$ cat config.mk
export PLATFORM = sky130hd
export DESIGN_NAME = codificador_jogada
export DESIGN_NICKNAME = d
export VERILOG_FILES = /design/src/rtl/codificador_jogada.sv
export SDC_FILE = /design/constraint.sdc
export NUM_CORES = 1
export LEC_CHECK = 0
export ABC_AREA = 1
export BUFFER_PORTS_ARGS = -buffer_cell sky130_fd_sc_hd__clkbuf_2
export CAP_MARGIN = 20
export CORE_AREA = 2 2 111 113
export CTS_BUF_LIST = sky130_fd_sc_hd__clkbuf_2
export CTS_CLUSTER_DIAMETER = 200
export CTS_CLUSTER_SIZE = 30
export DETAILED_ROUTE_END_ITERATION = 7
export DIE_AREA = 0 0 113 115
export HOLD_SLACK_MARGIN = 0.06
export SYNTH_ARGS = -nofsm -noshare
export SYNTH_HDL_FRONTEND = slang
export SYNTH_SLANG_ARGS = --single-unit
$ cat constraint.sdc
create_clock -name clock -period 2.8 [get_ports clock]
set_clock_uncertainty 0.1 [all_clocks]
set_input_delay 0.42 -clock clock [delete_from_list [all_inputs] [get_ports clock]]
set_output_delay 0.42 -clock clock [all_outputs]
set_load 0.01 [all_outputs]
$ cat src/rtl/codificador_jogada.sv
// Move encoder: synchronizes and debounces six buttons, then issues one-hot moves with a valid/accept handshake.
// Optional auto-repeat of held movement buttons is enabled by defining REPETICAO_AUTOMATICA_EN.
module codificador_jogada #(
    parameter int unsigned DEBOUNCE_CICLOS  = 4,
    parameter int unsigned REPETICAO_CICLOS = 100
) (
    input  logic       clock,
    input  logic       reset,
    input  logic [5:0] botoes,
    input  logic       jogada_aceita,
    output logic [5:0] jogada,
    output logic       jogada_valida,
    output logic [5:0] db_botoes_filtrados,
    output logic [1:0] db_estado
);

    typedef enum logic [1:0] {
        OCIOSO   = 2'b00,
        PENDENTE = 2'b01,
        SOLTAR   = 2'b10
    } estado_t;

    localparam logic [7:0] DB_LIMITE = 8'(DEBOUNCE_CICLOS - 1);

    localparam bit PARAMETROS_OK = (DEBOUNCE_CICLOS >= 2) && (DEBOUNCE_CICLOS <= 255) &&
                                   (REPETICAO_CICLOS >= 2) && (REPETICAO_CICLOS <= 65535);

    generate
        if (!PARAMETROS_OK) begin : g_parametros_invalidos
            $error("codificador_jogada: DEBOUNCE_CICLOS or REPETICAO_CICLOS out of range");
        end
    endgenerate

    logic [5:0] sinc1_q, sinc1_d;
    logic [5:0] sinc2_q, sinc2_d;
    logic [5:0] filt_q, filt_d;
    logic [5:0] filt_ant_q, filt_ant_d;
    logic [7:0] cont_q [6];
    logic [7:0] cont_d [6];
    logic [5:0] jogada_q, jogada_d;
    estado_t    estado_q, estado_d;
    logic [5:0] subida;

`ifdef REPETICAO_AUTOMATICA_EN
    localparam logic [15:0] REP_LIMITE = 16'(REPETICAO_CICLOS - 1);
    logic [15:0] temporizador_q, temporizador_d;
    logic        movimento_unico;
`endif

    // Fixed priority: shot > special > up > down > right > left.
    function automatic logic [5:0] prioridade(input logic [5:0] r);
        logic [5:0] sel;
        sel = '0;
        if (r[0])      sel = 6'b000001;
        else if (r[1]) sel = 6'b000010;
        else if (r[5]) sel = 6'b100000;
        else if (r[4]) sel = 6'b010000;
        else if (r[3]) sel = 6'b001000;
        else if (r[2]) sel = 6'b000100;
        return sel;
    endfunction

    always_comb begin
        sinc1_d = botoes;
        sinc2_d = sinc1_q;
        filt_d  = filt_q;
        for (int unsigned i = 0; i < 6; i++) begin
            cont_d[i] = '0;
            if (sinc2_q[i] != filt_q[i]) begin
                if (cont_q[i] == DB_LIMITE) begin
                    filt_d[i] = sinc2_q[i];
                end else begin
                    cont_d[i] = cont_q[i] + 8'd1;
                end
            end
        end
    end

    // Rises are taken from the registered filtered state, adding one edge after the filter flips.
    assign subida = filt_q & ~filt_ant_q;

`ifdef REPETICAO_AUTOMATICA_EN
    assign movimento_unico = $onehot(filt_q[5:2]);
`endif

    always_comb begin
        estado_d   = estado_q;
        jogada_d   = jogada_q;
        filt_ant_d = filt_q;
`ifdef REPETICAO_AUTOMATICA_EN
        temporizador_d = '0;
`endif
        unique case (estado_q)
            OCIOSO: begin
                if (subida != '0) begin
                    estado_d = PENDENTE;
                    jogada_d = prioridade(subida);
                end
            end
            PENDENTE: begin
                if (jogada_aceita) begin
                    estado_d = SOLTAR;
                    jogada_d = '0;
                end
            end
            SOLTAR: begin
                if (filt_q == '0) begin
                    estado_d = OCIOSO;
                end
`ifdef REPETICAO_AUTOMATICA_EN
                else if (movimento_unico && (filt_q == filt_ant_q)) begin
                    if (temporizador_q == REP_LIMITE) begin
                        estado_d = PENDENTE;
                        jogada_d = {filt_q[5:2], 2'b00};
                    end else begin
                        temporizador_d = temporizador_q + 16'd1;
                    end
                end
`endif
            end
            default: begin
                estado_d = OCIOSO;
                jogada_d = '0;
            end
        endcase
    end

    always_ff @(posedge clock or posedge reset) begin
        if (reset) begin
            sinc1_q    <= '0;
            sinc2_q    <= '0;
            filt_q     <= '0;
            filt_ant_q <= '0;
            cont_q     <= '{default: '0};
            jogada_q   <= '0;
            estado_q   <= OCIOSO;
        end else begin
            sinc1_q    <= sinc1_d;
            sinc2_q    <= sinc2_d;
            filt_q     <= filt_d;
            filt_ant_q <= filt_ant_d;
            cont_q     <= cont_d;
            jogada_q   <= jogada_d;
            estado_q   <= estado_d;
        end
    end

`ifdef REPETICAO_AUTOMATICA_EN
    always_ff @(posedge clock or posedge reset) begin
        if (reset) begin
            temporizador_q <= '0;
        end else begin
            temporizador_q <= temporizador_d;
        end
    end
`endif

    assign jogada              = jogada_q;
    assign jogada_valida       = |jogada_q;
    assign db_botoes_filtrados = filt_q;
    assign db_estado           = estado_q;

endmodule
-- Yosys cells after proc, flatten, opt, wreduce, memory -nomap -nowiden
Cells that the tools add are included.
- $add $sub $neg: 6
- equal/unequal tests: 17
- mux-type cells: 25
- bitwise operators: 3
- reduce and logical (&&, ||, !) cells: 12
- operator list (operator ; count):
    $mux 8 ; 12
    $add 8x1->8 const B ; 6
    $eq 8x2->1 const B ; 6
    $mux 6 ; 5
    $pmux 6 s3 ; 1
    $reduce_and 2->1 ; 6
    $and 6x6->6 ; 1
    $logic_not 6->1 ; 1
    $mux 2 ; 3
    $ne 1x1->1 ; 6
    $ne 2x2->1 const B ; 3
    $not 6->6 ; 1
    $pmux 2 s3 ; 1
    $reduce_and 3->1 ; 2
    $reduce_bool 6->1 ; 1
    $reduce_or 6->1 ; 1
    $mux 5 ; 1
    $mux 4 ; 1
    $mux 3 ; 1
    $eq 2x1->1 const B ; 1
    $eq 2x2->1 const B ; 1
    $logic_not 2->1 ; 1
    $not 1->1 ; 1
- bits in registers: 80
- bits of input ports: 9
- output and inout port bits: 15
- word-level logic and storage cells: 80

-- Depth between registers and ports, before layout
- depth after elaboration: 10
- depth in mapped cells: 8
- depth with buffers taken out: 8

-- Worst setup path after synthesis
Ideal clock, no wire load.
- kind: reg-to-output
- from: register jogada_q[3], in the netlist jogada[3]
- to: output jogada_valida
- arrival time: 789 ps
- data required time: 2280 ps
- path slack: 1491 ps
- cell stages (with the launch flop): 3
- buffers on the path: 0
- path through: dfrtp_1 nor4_1 nand2_1
- word-level cells in the longest chain between the ends: 1
- ends and longest elaborated chain (item ; line ; RTL):
    start, declared ; 40 ; logic [5:0] jogada_q, jogada_d;
    start signal, assigned ; 143 ; jogada_q <= jogada_d;
    $reduce_or 6->1 ; 159 ; assign jogada_valida = |jogada_q;
    end, declared ; 12 ; output logic jogada_valida,
No other way between the ends.

-- Worst setup path after layout
Same ends and word-level chain as after synthesis.

==> flow_summary_export.csv <==
group,metric,value,unit
die,num_rows,40,
route,drt_iter0_markers,75,
clocking,post_cts_resized,0,
clocking,cts_tree,"yes",
synth,syn_inst,375,
clocking,numClockSinks,80,
clocking,htreeDepth,3,
sta,slew_viol_final,0,
synth,synth.area.top_cells,"dfrtp_1, nor2_1, nand2_1",
route,wl_met3,364,µm
setup_path,rrSetupSlack,1.40,ns
synth,synth_top_area_cell,"dfrtp_1",
setup_path,r2r_cells,6,
sta,grt_setup_unrepaired,"false",
outcome,status,"finished, violations left",
sta,finalSetupTns,0,ns
power_and_ir_drop,peakVddDrop,403,µV
synth,ys_types,25,
route,highest_layer,"met4",
power_and_ir_drop,power.total,3.15,mW
placed_design,gp_congestion,0.801,
route,drc,1,
clocking,clk_pin_slew,0.22,ns
clocking,cts_buffers,9,
die,core_area,11800,µm²
setup_path,arrival,1.45,ns
layout,fin_nets,435,
synth,syn_area,3480,µm²
synth,ys_seq_area_share,57.5,%
synth,avgSynthCellArea,9.29,µm²
route,wl_met2,2700,µm
power_and_ir_drop,p_leak,1.92,nW
layout,drive_gt1_share,14.8,%
route,vias,2508,
die,dieHeight,115,µm
die,initial_utilization,29.5,%
synth,synth.ff_latch_count,80,
route,ant_nets,0,
layout,num_antenna_cells,0,
clocking,clock_latency,0.53,ns
global_routing,grt_antenna_before_repair,0,
placed_design,place_inst,548,
global_routing,grt_pass1_wl,10900,µm
setup_path,critPathMaxFanout,3,
die,io_pins,24,
route,wirelength,6120,µm
global_routing,grt.overflow.total,0,
global_routing,grt_pass1_vias,2425,
placed_design,place_ws,1.43,ns
global_routing,grt_util_all_layers,10.5,%
clocking,cts_buffer_depth,2,
placed_design,hpwl,4410,µm
layout,stdcell_count,572,
sta,fin_crit,1.97,ns
clocking,cts-root-buf,"clkbuf_2",
sta,final-setup-viol-count,0,
synth,synth_nets,390,
synth,synth_top_area_share,57.5,%
die,die_x,113,µm
setup_path,critPathKind,"reg -> out",
setup_path,r2r_start,"cont_q[32]",
die,dieArea,13000,µm²
placed_design,io_buffers,23,
route,drtPass1Iterations,6,
setup_path,crit_start,"jogada[3]",
outcome,violations,"design-rule violations",
route,wl_met1,2990,µm
sta,hold_violations,0,
setup_path,crit_path_end_kind,"output pin",
route,avgViaCountPerCell,4.38,
route,wl_per_cell,10.7,µm
synth,ys_async_sr_fraction,100,%
hold_path,hold_path_depth,0,
sta,layout_setup_ws,0.830,ns
synth,synth_edf_count,0,
setup_path,critPathLaunchType,"flip-flop",
synth,yosysWarningCount,0,
sta,slew_headroom,51.5,%
global_routing,grt_max_degree,44,
sta,holdWs,0.273,ns
hold_path,hold_path_class,"reg -> reg",
setup_path,crit_required,2.28,ns
hold_path,min_from,"sinc1_q[1]",
layout,syn2layout_area_growth,14.9,%
run,maxCapViolCount,0,
power_and_ir_drop,p_per_area,787,nW/µm²
sta,fin_crit_sh,70.4,%
sta,worst_pin_slew,0.726,ns
synth,synth_flop_cell,"dfrtp_1",
sta,fmax,508,MHz
## layer usage
layer | vias to the layer above | GRT usage, %
met5 | - | 0
met4 | 0 | 3.17
met3 | 10 | 4.74
met2 | 42 | 16.1
met1 | 1173 | 13.5
li1 | 1283 | -
## per-stage QoR
stage / util, % / area [µm²]
after global routing: 33.9 / 4000
after detailed placement: 32.2 / 3810
final: 33.9 / 4000
after floorplan: - / 3480
after global placement: 32.2 / 3810
after CTS: 33.9 / 4000
## critical path: stages, from the launching register on
cell,delay [ns]
dfrtp_1,0.44
nor4_1,0.27
nand2_1,0.07
clkbuf_2,0.13
## registers in the layout, summed over array words and instances (netlist names)
signal,count
cont_q,48
db_botoes_filtrados,6
db_estado,2
filt_ant_q,6
jogada,6
sinc1_q,6
sinc2_q,6
## what timing repair did
action,CTS,global route
endpoints found under the hold margin,48,0
setup buffers,0,0
hold buffers,8,0
## final timing paths
path | endpoint
max in group asynchronous | cont_q[42]
min in group asynchronous | cont_q[37]
worst min register to register | sinc2_q[1]
worst max-delay path | jogada_valida
worst min-delay path | sinc2_q[1]
worst max register to register | cont_q[38]
## cells in the final DEF (no fill, tap or decap)
| master | instances |
|---|---|
| a21oi_1 | 1 |
| a31oi_1 | 3 |
| buf_4 | 3 |
| bufinv_16 | 1 |
| clkbuf_2 | 32 |
| clkinv_2 | 3 |
| clkinvlp_4 | 3 |
| dfrtp_1 | 80 |
| dlygate4sd3_1 | 8 |
| ha_1 | 6 |
| inv_1 | 46 |
| inv_2 | 2 |
| inv_6 | 1 |
| nand2_1 | 66 |
| nand2_2 | 3 |
| nand2_4 | 1 |
| nand3_1 | 21 |
| nand3_2 | 4 |
| nand3b_1 | 1 |
| nand4_1 | 10 |
| nor2_1 | 68 |
| nor2_2 | 2 |
| nor2_4 | 1 |
| nor3_1 | 19 |
| nor3_2 | 4 |
| nor3b_1 | 1 |
| nor4_1 | 2 |
| o21ai_0 | 10 |
| or2_1 | 1 |
| xnor2_1 | 8 |
| xnor2_2 | 3 |
| xor2_1 | 11 |
## area by class of cell
class                           count  area [µm²]
Timing Repair Buffer               34         218
Tap cell                          147         184
Inverter                           49         185
Clock buffer                        9        45.0
Fill cell                        1215        7810
Clock inverter                      7        71.3
Sequential cell                    80        2000
Multi-Input combinational cell    246        1300
## kinds of logic after synthesis
family                     share of synthesized area, %
AOI/OAI and AO/OA                                  2.12
buffers and inverters                              5.28
DFF                                                57.5
adders and majority gates                          2.16
and+or+nand+nor                                    26.8
xor gates and xnor gates                           6.18
## cells in the mapped netlist (3+ instances only)
library cell,instances
xnor2_2,3
nand3_1,21
o21ai_0,10
xnor2_1,8
nor3_1,19
nand2_2,3
dfrtp_1,80
nand3_2,4
nand4_1,10
nor2_1,68
nand2_1,66
a31oi_1,3
nor3_2,4
xor2_1,11
inv_1,47
ha_1,6
## report_power, final
group / total, mW / leakage (nW) / switching [mW] / internal [mW]
sequential: 1.61 / 1.05 / 0.238 / 1.38
clock: 0.612 / 0.0643 / 0.407 / 0.205
combinational: 0.924 / 0.803 / 0.568 / 0.355
Note: power is estimated with default switching activity, not from simulation.
